<file path="src/rtl/rom_addr_seq_if.sv">
// Signal bundle between the ROM address sequencer and its surroundings:
// serial instruction in, carry/key status in, sync/serial address/debug out.
interface rom_addr_seq_if;
    logic       is;      // serial instruction bit, LSB first, T45..T54
    logic       carry;   // datapath carry, any state
    logic       kflag;   // key-down flag
    logic [5:0] kcode;   // latched key code
    logic       sync;    // instruction window marker
    logic       ia;      // serial next-address bit, LSB first, T19..T26
    logic [7:0] adr;     // current ROM address
    logic [9:0] inst;    // last decoded instruction

    // Environment side: drives the serial/status inputs, observes outputs
    modport master (
        output is, carry, kflag, kcode,
        input  sync, ia, adr, inst
    );

    // Sequencer side
    modport slave (
        input  is, carry, kflag, kcode,
        output sync, ia, adr, inst
    );
endinterface

</file>
<file path="src/rtl/rom_addr_seq.sv">
// ROM address sequencer: word-time counter, serial instruction capture,
// next-address decode (sequential / JSB / RETURN / carry branch / key jump),
// return stack and serial address output.
//
// Optional build macro ROM_RTN_STACK2_EN: when defined the return stack is
// two levels deep (push shifts top into lower, pop copies lower into top and
// leaves lower duplicated). Undefined builds a single-level stack only.
module rom_addr_seq #(
    parameter int WORD_LEN = 56,
    parameter int IA_T0    = 19
) (
    input  logic          cph2,
    input  logic          nrst,
    rom_addr_seq_if.slave bus
);
    localparam int CNT_W = $clog2(WORD_LEN);
    // Instruction window is the 10 states just before the last state.
    localparam int IS_T0 = WORD_LEN - 11;

    localparam logic [CNT_W-1:0] LAST_CNT   = CNT_W'(WORD_LEN - 1);
    localparam logic [CNT_W-1:0] SYNC_FIRST = CNT_W'(IS_T0);
    localparam logic [CNT_W-1:0] SYNC_LAST  = CNT_W'(IS_T0 + 9);

    localparam logic [9:0] INST_RET  = 10'h030;
    localparam logic [9:0] INST_KEYJ = 10'h0D0;

    // Source of the next address chosen at the end of a word
    typedef enum logic [2:0] {
        SEL_SEQ,
        SEL_RET,
        SEL_KEY,
        SEL_JSB,
        SEL_BR
    } adr_sel_t;

    logic [CNT_W-1:0] cnt_reg, cnt_next;
    logic [9:0]       ibuf_reg, ibuf_next;
    logic [9:0]       inst_reg, inst_next;
    logic [7:0]       adr_reg, adr_next;
    logic [7:0]       stk_top_reg, stk_top_next;
`ifdef ROM_RTN_STACK2_EN
    logic [7:0]       stk_low_reg, stk_low_next;
`endif
    logic             cf_reg, cf_next;
    logic             cq_reg, cq_next;

    logic             word_end;
    logic [7:0]       adr_inc;
    logic [9:0]       cap_en;
    logic [7:0]       ia_hit;
    adr_sel_t         adr_sel;

    assign word_end = (cnt_reg == LAST_CNT);
    assign adr_inc  = adr_reg + 8'd1;

    // One capture strobe per instruction bit, bit i taken in state IS_T0+i
    generate
        for (genvar gi = 0; gi < 10; gi++) begin : g_cap
            localparam logic [CNT_W-1:0] CAP_SLOT = CNT_W'(IS_T0 + gi);
            assign cap_en[gi] = (cnt_reg == CAP_SLOT);
        end
    endgenerate

    // Serial address: address bit i is presented during state IA_T0+i
    generate
        for (genvar gi = 0; gi < 8; gi++) begin : g_ia
            localparam logic [CNT_W-1:0] IA_SLOT = CNT_W'(IA_T0 + gi);
            assign ia_hit[gi] = (cnt_reg == IA_SLOT) & adr_reg[gi];
        end
    endgenerate

    assign bus.ia   = |ia_hit;
    assign bus.sync = (cnt_reg >= SYNC_FIRST) && (cnt_reg <= SYNC_LAST);
    assign bus.adr  = adr_reg;
    assign bus.inst = inst_reg;

    // Word counter, instruction shift-in and carry accumulation
    always_comb begin
        cnt_next  = word_end ? '0 : cnt_reg + CNT_W'(1);
        ibuf_next = ibuf_reg;
        for (int i = 0; i < 10; i++) begin
            if (cap_en[i]) begin
                ibuf_next[i] = bus.is;
            end
        end
        inst_next = word_end ? ibuf_reg : inst_reg;
        // A carry in the last state still belongs to this word.
        cf_next   = word_end ? 1'b0 : (cf_reg | bus.carry);
        cq_next   = word_end ? (cf_reg | bus.carry) : cq_reg;
    end

    // Classify the just-received instruction; branch uses last word's carry
    always_comb begin
        adr_sel = SEL_SEQ;
        if (ibuf_reg == INST_RET) begin
            adr_sel = SEL_RET;
        end else if (ibuf_reg == INST_KEYJ) begin
            adr_sel = bus.kflag ? SEL_KEY : SEL_SEQ;
        end else if (ibuf_reg[1:0] == 2'b01) begin
            adr_sel = SEL_JSB;
        end else if (ibuf_reg[1:0] == 2'b11) begin
            adr_sel = cq_reg ? SEL_SEQ : SEL_BR;
        end
    end

    // Program counter and return stack update, only on the last state
    always_comb begin
        adr_next     = adr_reg;
        stk_top_next = stk_top_reg;
`ifdef ROM_RTN_STACK2_EN
        stk_low_next = stk_low_reg;
`endif
        if (word_end) begin
            case (adr_sel)
                SEL_RET: begin
                    adr_next = stk_top_reg;
`ifdef ROM_RTN_STACK2_EN
                    stk_top_next = stk_low_reg;
`endif
                end
                SEL_KEY: begin
                    adr_next = {2'b00, bus.kcode};
                end
                SEL_JSB: begin
                    adr_next     = ibuf_reg[9:2];
                    stk_top_next = adr_inc;
`ifdef ROM_RTN_STACK2_EN
                    stk_low_next = stk_top_reg;
`endif
                end
                SEL_BR: begin
                    adr_next = ibuf_reg[9:2];
                end
                default: begin
                    adr_next = adr_inc;
                end
            endcase
        end
    end

    // State registers; reset discards any partially received instruction
    always_ff @(posedge cph2 or negedge nrst) begin
        if (!nrst) begin
            cnt_reg     <= '0;
            ibuf_reg    <= '0;
            inst_reg    <= '0;
            adr_reg     <= '0;
            stk_top_reg <= '0;
`ifdef ROM_RTN_STACK2_EN
            stk_low_reg <= '0;
`endif
            cf_reg      <= 1'b0;
            cq_reg      <= 1'b0;
        end else begin
            cnt_reg     <= cnt_next;
            ibuf_reg    <= ibuf_next;
            inst_reg    <= inst_next;
            adr_reg     <= adr_next;
            stk_top_reg <= stk_top_next;
`ifdef ROM_RTN_STACK2_EN
            stk_low_reg <= stk_low_next;
`endif
            cf_reg      <= cf_next;
            cq_reg      <= cq_next;
        end
    end
endmodule

</file>
<file path="src/flat_wrapper.sv">
// flat-port wrapper written by rule: the top's interface ports become plain ports
module rom_addr_seq_flat 
#(
    parameter int WORD_LEN = 56,
    parameter int IA_T0    = 19
)
  (cph2, nrst, bus_is, bus_carry, bus_kflag, bus_kcode, bus_sync, bus_ia, bus_adr, bus_inst);
  rom_addr_seq_if bus_i ();
  input  logic cph2;
  input  logic nrst;
  input wire logic [$bits(bus_i.is)-1:0] bus_is;
  input wire logic [$bits(bus_i.carry)-1:0] bus_carry;
  input wire logic [$bits(bus_i.kflag)-1:0] bus_kflag;
  input wire logic [$bits(bus_i.kcode)-1:0] bus_kcode;
  output wire logic [$bits(bus_i.sync)-1:0] bus_sync;
  output wire logic [$bits(bus_i.ia)-1:0] bus_ia;
  output wire logic [$bits(bus_i.adr)-1:0] bus_adr;
  output wire logic [$bits(bus_i.inst)-1:0] bus_inst;
  assign bus_i.is = bus_is;
  assign bus_i.carry = bus_carry;
  assign bus_i.kflag = bus_kflag;
  assign bus_i.kcode = bus_kcode;
  assign bus_sync = bus_i.sync;
  assign bus_ia = bus_i.ia;
  assign bus_adr = bus_i.adr;
  assign bus_inst = bus_i.inst;
  rom_addr_seq #(.WORD_LEN(WORD_LEN), .IA_T0(IA_T0)) u_core (.cph2(cph2), .nrst(nrst), .bus(bus_i));
endmodule
</file>
<file path="config.mk">
export PLATFORM = sky130hd
export DESIGN_NAME = rom_addr_seq_flat
export DESIGN_NICKNAME = d
export VERILOG_FILES = /design/src/rtl/rom_addr_seq_if.sv /design/src/rtl/rom_addr_seq.sv /design/src/flat_wrapper.sv
export SDC_FILE = /design/constraint.sdc
export NUM_CORES = 1
export LEC_CHECK = 0
export BUFFER_PORTS_ARGS = -buffer_cell sky130_fd_sc_hd__buf_2
export CORE_MARGIN = 2
export CORE_UTILIZATION = 50
export CTS_CLUSTER_SIZE = 16
export DETAILED_ROUTE_END_ITERATION = 7
export GPL_ROUTABILITY_DRIVEN = 1
export GPL_TIMING_DRIVEN = 0
export PLACE_DENSITY = 0.73
export SLEW_MARGIN = 20
export SYNTH_ARGS = -nofsm -noshare
export SYNTH_HDL_FRONTEND = slang
export SYNTH_SLANG_ARGS = --single-unit
</file>
<file path="constraint.sdc">
create_clock -name cph2 -period 1.7 [get_ports cph2]
set_input_delay 0.34 -clock cph2 [delete_from_list [all_inputs] [get_ports cph2]]
set_output_delay 0.34 -clock cph2 [all_outputs]
set_load 0.02 [all_outputs]
</file>
---- After elaboration in Yosys (flattened, before gate mapping) ----
Cells that the tools add are included.
operators by class
  $add $sub $neg .......................... 2
  order comparisons ....................... 2
  equal/unequal tests ..................... 27
  mux-type cells .......................... 9
  bitwise gates (word level) .............. 9
  reduce and logical (&&, ||, !) cells .... 4
operators by type and width
  cell                   number
  $eq A6 B6 Y1 const B   11
  $eq A6 B5 Y1 const B   8
  $pmux W8 S3            1
  $mux W3                5
  $eq A10 B6 Y1 const B  1
  $eq A10 B8 Y1 const B  1
  $add A8 B1 Y8 const B  1
  $and A1 B1 Y1          8
  $reduce_or A8 Y1       1
  $add A6 B1 Y6 const B  1
  $eq A3 B2 Y1 const B   2
  $ge A6 B6 Y1 const B   1
  $le A6 B6 Y1 const B   1
  $mux W6                1
  $eq A3 B1 Y1 const B   1
  $eq A3 B3 Y1 const B   1
  $eq A2 B1 Y1 const B   1
  $eq A2 B2 Y1 const B   1
  $mux W2                1
  $reduce_and A2 Y1      1
  $reduce_or A2 Y1       1
  $logic_and A1 B1 Y1    1
  $mux W1                1
  $or A1 B1 Y1           1
word-level totals
  flip-flop bits (word level) ............. 44
  input port bits ......................... 11
  output and inout port bits .............. 20

---- Depth between registers and ports, before layout ----
Gate-level depths: netlist (run 1).
  depth in word-level cells ............... 8
  depth in mapped cells ................... 8
  gate-level depth less buffers ........... 6

---- Worst setup path before layout (run 1) ----
Ideal clock, no wire load.
  kind .................................... reg-to-output
  start ................................... register u_core.cnt_reg[1]
  end ..................................... output bus_ia
  data arrival time ....................... 1.594 ns
  required time ........................... 1.360 ns
  slack ................................... -0.234 ns
  stages on the path, launching flop included .. 7
  buffers on the path ..................... 0
  cells stage by stage .................... dfrtp_1 inv_1 ha_1 a222oi_1 o21ai_0 mux2i_1 nor3b_1
on the way
  longest elaborated chain between the ends .. 3
RTL lines
  element                 RTL line             text
  from (decl)             rom_addr_seq.sv:36   logic [CNT_W-1:0] cnt_reg, cnt_next;
  from (signal assigned)  rom_addr_seq.sv:155  cnt_reg <= cnt_next;
  $eq A6 B5 Y1            rom_addr_seq.sv:68   assign ia_hit[gi] = (cnt_reg == IA_SLOT) & adr_reg[gi];
  $and A1 B1 Y1           rom_addr_seq.sv:68
  $reduce_or A8 Y1 *      rom_addr_seq.sv:72   assign bus.ia = |ia_hit;
  to (decl)               flat_wrapper.sv:16   output wire logic [$bits(bus_i.ia)-1:0] bus_ia;
Mark *: on every way between the ends. The rest lies on a longest branch, timed or not.

---- Worst setup path in the final report (run 1) ----
  start ................................... register u_core.cnt_reg[0]
  end ..................................... output bus_ia
Same word-level chain as after synthesis.

==> results of run 1 <==
## power breakdown
group	internal, mW	switching [mW]	total (mW)
combinational	0.0504	0.0609	0.111
clock	0.303	0.405	0.707
sequential	1.06	0.0194	1.08
total	1.41	0.485	1.90
## logic make-up after synthesis
| family | Yosys count | synth area share, % |
|---|---|---|
| and+or+nand+nor | 95 | 19.7 |
| AOI/OAI and AO/OA | 48 | 15.0 |
| DFF | 44 | 48.2 |
| buffers and inverters | 22 | 4.05 |
| muxes | 14 | 6.79 |
| xor gates and xnor gates | 8 | 3.07 |
| adders and majority gates | 6 | 3.29 |
## area by class of cell
class	count	share of cell area, %
Tap cell	52	2.11
Buffer	12	2.56
Clock inverter	3	0.852
Inverter	9	1.18
Sequential cell	44	35.8
Timing Repair Buffer	59	13.4
Clock buffer	5	2.23
Multi-Input combinational cell	171	41.9
## cell usage in the layout, fill, tap and decap left out, types with 2 or more instances in the layout
cell	instances
buf_4	23
a21oi_2	2
ha_1	2
clkbuf_2	3
buf_2	27
ha_4	4
a22o_1	5
nand2_4	2
mux2i_1	2
mux2_2	11
o22ai_1	3
o21ai_1	4
buf_6	13
inv_6	2
clkbuf_8	5
nand2_1	46
dfrtp_2	3
nor3_4	2
o21ai_2	4
a222oi_1	2
inv_1	6
inv_2	2
dfrtp_1	41
a21oi_1	7
clkbuf_1	3
xnor2_1	6
nand3_1	6
xor2_1	2
a22oi_1	4
o21ai_0	3
nor2_1	12
and3_1	2
nor2_2	6
## through the flow
step | util (%) | std cells | power (mW)
finish | 70.3 | 355 | 1.90
detailed placement | 57.0 | 318 | 1.18
floorplan | - | 237 | 1.13
CTS | 67.2 | 348 | 1.89
global route | 70.3 | 355 | 1.96
global placement | 57.0 | 318 | 1.18
## path summary, 6_finish.rpt
kind,end,slack (ns),cells after the start
setup / recovery,bus_ia,-0.44,7
hold / removal,u_core.bus.inst[9],0.02,1
setup reg to reg,u_core.bus.adr[3],-0.35,8
hold reg to reg,u_core.bus.inst[0],0.48,2
max in group asynchronous,u_core.cnt_reg[0],1.28,1
min in group cph2,u_core.cf_reg,0.28,3
## critical path: cells and delay by family (launching register included)
family          cells  cell delay (ns)
compound gates      2             0.42
flops               1             0.44
mux                 1             0.18
fa+ha+maj           1             0.17
buf+inv             2             0.23
simple gates        1             0.06
## layer usage
metal	vias up	wire, µm	GRT usage, %
li1	963	-	-
met1	1030	2470	33.8
met2	89	3140	41.8
met3	14	413	4.50
met4	0	121	7.34
met5	-	0	0
## repair_timing
| item | in CTS | in global routing |
|---|---|---|
| setup endpoints to repair | 33 | 23 |
| buffers inserted | 20 | 10 |
| resized for setup | 59 | 29 |
| gates cloned | 2 | 0 |
| pin swaps | 12 | 23 |
| hold buffers | 0 | 0 |
==> flow_metrics.tcl, run 1 <==
set metrics [dict create \
    syn_avg_cell_area_um2 9.64 \
    cts_buffers 5 \
    dpl.hpwl_mm 3.75 \
    syn2layout_area_growth_pct 35.0 \
    slew_violations 0 \
    worstPathCellList "inv_4 > ha_4 > a222oi_1 > o21ai_1 > mux2i_1 > nor3b_2 > buf_2" \
    cts-root-buf "clkbuf_8" \
    die_h_um 71.6 \
    grt_use_total_pct 25.1 \
    cp_slowest_cell "dfrtp_2" \
    fill_cells 320 \
    vias 2096 \
    ant_nets 0 \
    hold_violations 0 \
    max-vdd-ir-drop_mv 0.431 \
    synthFlopType "dfrtp_1" \
    seq_area_mm2 0.00110 \
    max_freq_ghz 0.468 \
    insertion_delay_ns 0.30 \
    die_area_mm2 0.00513 \
    fp.coreArea_mm2 0.00438 \
    clock_path_buffers 2 \
    post-route-min-period_ns 2.14 \
    drive_gt1_share_pct 42.6 \
    cp-startpoint "u_core.cnt_reg[0]" \
    fin_crit_sh_pct 126 \
    crit_type "flip-flop to output pin" \
    setup_ws_ns -0.438 \
    synth-seq-cells 44 \
    tightest_slew_ns 0.547 \
    synth-async-reset-ratio_pct 100 \
    critPathLaunchType "flip-flop" \
    finalClockSkew_ns 0.00706 \
    dpl_cell_area_mm2 0.00250 \
    drt-pass1-iter-count 5 \
    ios 31 \
    yosysWarnings 0 \
    yosysTopAreaCell "dfrtp_1" \
    required_ns 1.36 \
    setup_viol_count_final 17 \
    synth.area.top_cells "dfrtp_1 (48%), nand2_1 (7.9%), mux2_2 (5.9%), ha_1 (3.3%), nor2_1 (3.0%)" \
    syn_inst 237 \
    pre_cts_slack_ns -0.429 \
    cts.sinks 44 \
    dieWidth_um 71.6 \
    synth_cell_type_count 50 \
    htree_levels 2 \
    max_stage_delay_ns 0.44 \
    synth.net_count 254 \
    first_global_vias 1993 \
    leakage_nw 1.47 \
    path_clk_slew_ns 0.10 \
    routed_wl_mm 6.15 \
    globalplace.congestion 0.908 \
    arrival_ns 1.80 \
    grt-ovfl-total 0 \
    rows 24 \
    synth-seq-area-share_pct 48.2 \
    synth_top_area_share_pct 48.2 \
    cp-end-kind "output pin" \
    antenna_found_initial 0 \
    whs_ns 0.0188 \
    drt_iter0_markers 176 \
    yosysMostFrequentCell "nand2_1" \
    grt_pass1_wl_mm 10.0 \
    violations "negative setup slack" \
    cts_tree "yes" \
    relSlewSlack_pct 63.6 \
    status "finished with violations" \
    viasPerCell 5.90 \
    io_buffers 29 \
    post_drt_wl_per_cell_um 17.3 \
    synthTopCellsByCount "nand2_1 (48), dfrtp_1 (44), nor2_1 (18), mux2_2 (12), o21ai_0 (11)" \
    synth_edf_count 0 \
    antenna_cells 0 \
    hp-class "input port to async pin" \
    start_util_pct 52.1 \
    drc 0 \
    nNetsFinal 319 \
    worst-path-max-fanout 4 \
    fin_area_mm2 0.00308 \
    netlist_area_mm2 0.00228 \
    grt_max_degree 45 \
    multi_input_area_mm2 0.00129 \
    setup-tns-final_ns -3.35 \
    r2r-start "u_core.ibuf_reg[2]" \
    powerDensity_mw_per_mm2 615 \
    rsz0062_at_grt "true" \
    cap_violations 0 \
]
(Power assumes the default switching activity.)
==> run 2: changes to the inputs <==
==> constraint.sdc (replaced) <==
create_clock -name cph2 -period 1.9 [get_ports cph2]
set_input_delay 0.38 -clock cph2 [delete_from_list [all_inputs] [get_ports cph2]]
set_output_delay 0.38 -clock cph2 [all_outputs]
set_load 0.02 [all_outputs]
==> flow_metrics.tcl, run 2 (same netlist as run 1, synthesis figures left out) <==
set metrics [dict create \
    status "finished with violations" \
    violations "negative setup slack" \
    drc 0 \
    start_util_pct 52.1 \
    dieWidth_um 71.6 \
    routed_wl_mm 5.94 \
    cts.sinks 44 \
    ios 31 \
    slew_violations 0 \
    critPathLaunchType "flip-flop" \
    grt-ovfl-total 0 \
    placed_cells_incl_taps 318 \
    syn2layout_area_growth_pct 30.4 \
    die_area_mm2 0.00513 \
    first_global_vias 2001 \
    fin_util_pct 68.0 \
    drive_gt1_share_pct 35.5 \
    post_drt_wl_per_cell_um 17.2 \
    hold_violations 0 \
    fp.coreArea_mm2 0.00438 \
    clock_path_buffers 2 \
    rows 24 \
    setup-tns-final_ns -0.532 \
    viasPerCell 5.96 \
    drt-pass1-iter-count 5 \
    die_h_um 71.6 \
    stdcell_count 345 \
    fin_area_mm2 0.00298 \
    fill_cells 346 \
    cts_tree "yes" \
    arrival_ns 1.84 \
    cap_violations 0 \
    final_cell_mix "nand2_1 (47), dfrtp_1 (41), buf_2 (29)" \
    drt_iter0_markers 189 \
    finalClockSkew_ns 0.00389 \
    cts_buffers 5 \
    max_freq_ghz 0.450 \
    dpl_cell_area_mm2 0.00250 \
    relSlewSlack_pct 62.7 \
    power_mw 2.05 \
    required_ns 1.52 \
    grt_pass1_wl_mm 9.63 \
    setup_ws_ns -0.320 \
    powerDensity_mw_per_mm2 689 \
    path_clk_slew_ns 0.08 \
    worst-path-max-fanout 8 \
    fin_crit_sh_pct 117 \
    antenna_found_initial 0 \
    rsz0062_at_grt "true" \
    grt_use_total_pct 24.4 \
    leakage_nw 1.39 \
    pre_cts_slack_ns -0.280 \
    hold_buffers 0 \
    io_buffers 29 \
    cts-root-buf "clkbuf_8" \
    grt_max_degree 45 \
    vias 2055 \
    setup_viol_count_final 8 \
    layout.cells.most_common "nand2_1" \
    antenna_cells 0 \
    hp-class "input port to async pin" \
    crit_type "flip-flop to output pin" \
    nNetsFinal 309 \
    htree_levels 2 \
    globalplace.congestion 0.865 \
    insertion_delay_ns 0.30 \
    whs_ns 0.0532 \
    cp-end-kind "output pin" \
    dpl.hpwl_mm 3.60 \
    max-vdd-ir-drop_mv 0.602 \
    ant_nets 0 \
    post-route-min-period_ns 2.22 \
    tightest_slew_ns 0.559 \
]
## run 2: cell types whose count changed in the layout (fill, tap and decap cells not counted), sizes merged
cell / delta
buf: -11
bufinv: +3
inv: -2
clkbuf: +1
clkinv: -1
## run 2: worst max-delay path, cell delays in order, from the launching register on
cell and delay (ns):
dfrtp_1 0.38, clkbuf_1 0.21, a222oi_1 0.44, o21ai_1 0.11, mux2i_1 0.18, nor3b_2 0.06, buf_2 0.16
## run 2: layout make-up
| type | instances | area (µm²) | area share [%] |
|---|---|---|---|
| buffer | 13 | 82.6 | 2.77 |
| multi-input combinational | 171 | 1210 | 40.6 |
| inverter | 9 | 36.3 | 1.22 |
| clock inverter | 3 | 90.1 | 3.02 |
| sequential | 44 | 1100 | 37.1 |
| clock buffer | 5 | 68.8 | 2.31 |
| timing repair buffer | 48 | 322 | 10.8 |
| tap | 52 | 65.1 | 2.18 |
## run 2: report_power, final
part | internal (mW) | switching, mW | leakage [nW]
combinational | 0.0439 | 0.0530 | 0.762
sequential | 0.946 | 0.0174 | 0.544
clock | 0.657 | 0.335 | 0.0784
## run 2: worst paths after layout
check | startpoint | endpoint | slack [ns] | cells past startpoint
hold / removal | nrst | u_core.stk_top_reg[1] | 0.05 | 1
setup / recovery | u_core.bus.adr[2] | bus_ia | -0.32 | 6
setup reg to reg | u_core.cnt_reg[1] | u_core.stk_top_reg[1] | -0.06 | 8
min in group cph2 | bus_carry | u_core.cf_reg | 0.32 | 3
hold reg to reg | u_core.bus.inst[9] | u_core.bus.inst[9] | 0.48 | 2
max in group asynchronous | nrst | u_core.cnt_reg[0] | 1.42 | 1
## run 2: what timing repair did
action | 4_1_cts | 5_1_grt
resized for setup | 30 | 26
cloned | 2 | 0
setup buffers | 12 | 5
endpoints found under the setup margin | 18 | 31
pin swaps | 13 | 9
## run 2: metal layers
metal	global-route usage, %	wire length (µm)	up-vias
met3	6.89	417	26
met2	39.2	2940	98
met1	31.3	2400	994
met4	9.64	183	0
met5	0	0	-
li1	-	-	937
==> run 3: changes to the inputs <==
--- a/config.mk
+++ b/config.mk
@@ -6,7 +6,6 @@
 export NUM_CORES = 1
 export LEC_CHECK = 0
 export BUFFER_PORTS_ARGS = -buffer_cell sky130_fd_sc_hd__buf_2
-export CORE_MARGIN = 2
 export CORE_UTILIZATION = 50
 export CTS_CLUSTER_SIZE = 16
 export DETAILED_ROUTE_END_ITERATION = 7
==> flow_metrics.tcl, run 3 (same netlist as run 1, synthesis figures left out) <==
set metrics [dict create \
    io_buffers 29 \
    start_util_pct 52.1 \
    dpl.hpwl_mm 3.51 \
    rsz0062_at_grt "true" \
    drt_iter0_markers 225 \
    cts_buffers 5 \
    path_clk_slew_ns 0.09 \
    globalplace.congestion 0.862 \
    cap_violations 0 \
    fp.coreArea_mm2 0.00438 \
    ios 31 \
    hold_buffers 0 \
    ant_nets 0 \
    drc 0 \
    rows 24 \
    tightest_slew_ns 0.546 \
    power_switching_mw 0.399 \
    antenna_found_initial 0 \
    syn2layout_area_growth_pct 29.6 \
    grt-ovfl-total 0 \
    seq_area_mm2 0.00110 \
    worst-path-max-fanout 6 \
    post-route-min-period_ns 2.23 \
    clockPowerShare_pct 42.8 \
    hold_violations 0 \
    leakage_nw 1.38 \
    fill_cells 335 \
    multi_input_area_mm2 0.00122 \
    fin_crit_sh_pct 117 \
    finalClockSkew_ns 0.00587 \
    cp_top_family "compound AO/OA/AOI/OAI gates" \
    max_freq_ghz 0.449 \
    layout.cells.most_common "nand2_1" \
    die_area_mm2 0.00484 \
    grt_use_total_pct 24.6 \
    violations "negative setup slack" \
    cts.sinks 44 \
    vias 1976 \
    final_cell_mix "nand2_1 (48), dfrtp_1 (41), buf_2 (27)" \
    swShare_pct 21.5 \
    status "finished with violations" \
    drive_gt1_share_pct 36.7 \
    placed_cells_incl_taps 318 \
    cp-end-kind "output pin" \
    viasPerCell 5.71 \
    m1WireLength_mm 2.59 \
    post_drt_wl_per_cell_um 17.1 \
    critPathLaunchType "flip-flop" \
    path_buf_inv 2 \
    insertion_delay_ns 0.30 \
    arrival_ns 1.85 \
    drt-pass1-iter-count 4 \
    grt_pass1_wl_mm 9.34 \
    cp_slowest_cell "dfrtp_1" \
    pre_cts_slack_ns -0.213 \
    wl_met2_mm 2.87 \
    die_h_um 69.6 \
    dieWidth_um 69.6 \
    worstPathCellList "inv_2 > ha_4 > a222oi_1 > o21ai_1 > mux2i_1 > nor3b_2 > buf_4" \
    seq_power_share_pct 52.0 \
    clock_path_buffers 2 \
    wl_met3_um 344 \
    combPwrFrac_pct 5.1 \
    first_global_vias 1924 \
    htree_levels 2 \
    stdcell_count 346 \
    hp-class "input port to async pin" \
    max-vdd-ir-drop_mv 0.509 \
    setup_viol_count_final 11 \
    crit_type "flip-flop to output pin" \
    top_layer "met4" \
    relSlewSlack_pct 63.6 \
    grt_max_degree 45 \
    cts-root-buf "clkbuf_8" \
    max_stage_delay_ns 0.40 \
    required_ns 1.52 \
    slew_violations 0 \
    cts_tree "yes" \
    powerDensity_mw_per_mm2 626 \
    internal-power_mw 1.45 \
    nNetsFinal 310 \
    setup_ws_ns -0.326 \
    antenna_cells 0 \
    routed_wl_mm 5.92 \
]
==> run 3: metrics by stage <==
stage | utilization (%) | hold WS [ns] | cell area [µm²] | setup TNS [ns] | power, mW
5_1_grt | 67.5 | 0.117 | 2960 | -1.97 | 1.91
4_1_cts | 63.8 | 0.262 | 2800 | -0.627 | 1.84
6_report | 67.5 | 0.0600 | 2960 | -0.810 | 1.85
3_5_place_dp | 57.0 | 0.457 | 2500 | -1.87 | 1.05
3_3_place_gp | 57.0 | 0.454 | 2500 | -1.77 | 1.05
2_1_floorplan | - | 0.0844 | 2290 | 0 | 1.01
==> run 3: area by class of cell <==
class / instances / share of cell area, %
multi-input cells: 171 / 41.2
clock buffers: 7 / 3.25
flip-flops and latches: 44 / 37.3
repair buffers: 49 / 10.7
inverters: 9 / 1.23
well taps: 52 / 2.20
plain buffers: 13 / 3.04
clock inverters: 1 / 1.01
==> run 3: layer usage <==
layer | track usage [%] | vias to the layer above
met4 | 7.94 | 0
met2 | 38.7 | 68
met5 | 0 | -
met1 | 34.5 | 954
li1 | - | 940
met3 | 4.51 | 14
==> run 3: power groups by stage <==
| stage | registers [mW] | clock network [mW] | logic [mW] |
|---|---|---|---|
| floorplan | 0.975 | 0 | 0.0387 |
| global placement | 0.981 | 0 | 0.0716 |
| detailed placement | 0.981 | 0 | 0.0726 |
| CTS | 0.962 | 0.793 | 0.0852 |
| global route | 0.966 | 0.836 | 0.105 |
| finish | 0.964 | 0.793 | 0.0950 |
==> run 3: worst register-to-register path: stages, from the launching register on <==
cell	delay, ns
dfrtp_2	0.45
buf_4	0.14
ha_2	0.17
clkbuf_8	0.15
nand2_1	0.08
or2_4	0.26
nor3b_4	0.22
buf_6	0.14
mux2_2	0.31
==> run 3: worst paths after layout <==
check | start | to | slack (ns) | depth (start not counted)
worst max-delay path | u_core.cnt_reg[1] | bus_ia | -0.33 | 7
worst min register to register | u_core.bus.inst[0] | u_core.bus.inst[0] | 0.48 | 2
min in group cph2 | bus_carry | u_core.cf_reg | 0.32 | 3
worst max register to register | u_core.cnt_reg[0] | u_core.stk_top_reg[1] | -0.13 | 8
max in group asynchronous | nrst | u_core.cnt_reg[0] | 1.44 | 1
worst min-delay path | nrst | u_core.stk_top_reg[3] | 0.06 | 1
==> run 3: what timing repair did <==
item                                    4_1_cts  5_1_grt
resized for setup                            24       42
pin swaps                                    10       13
cloned                                        2        0
buffers inserted                             11        7
endpoints found under the setup margin       16       32
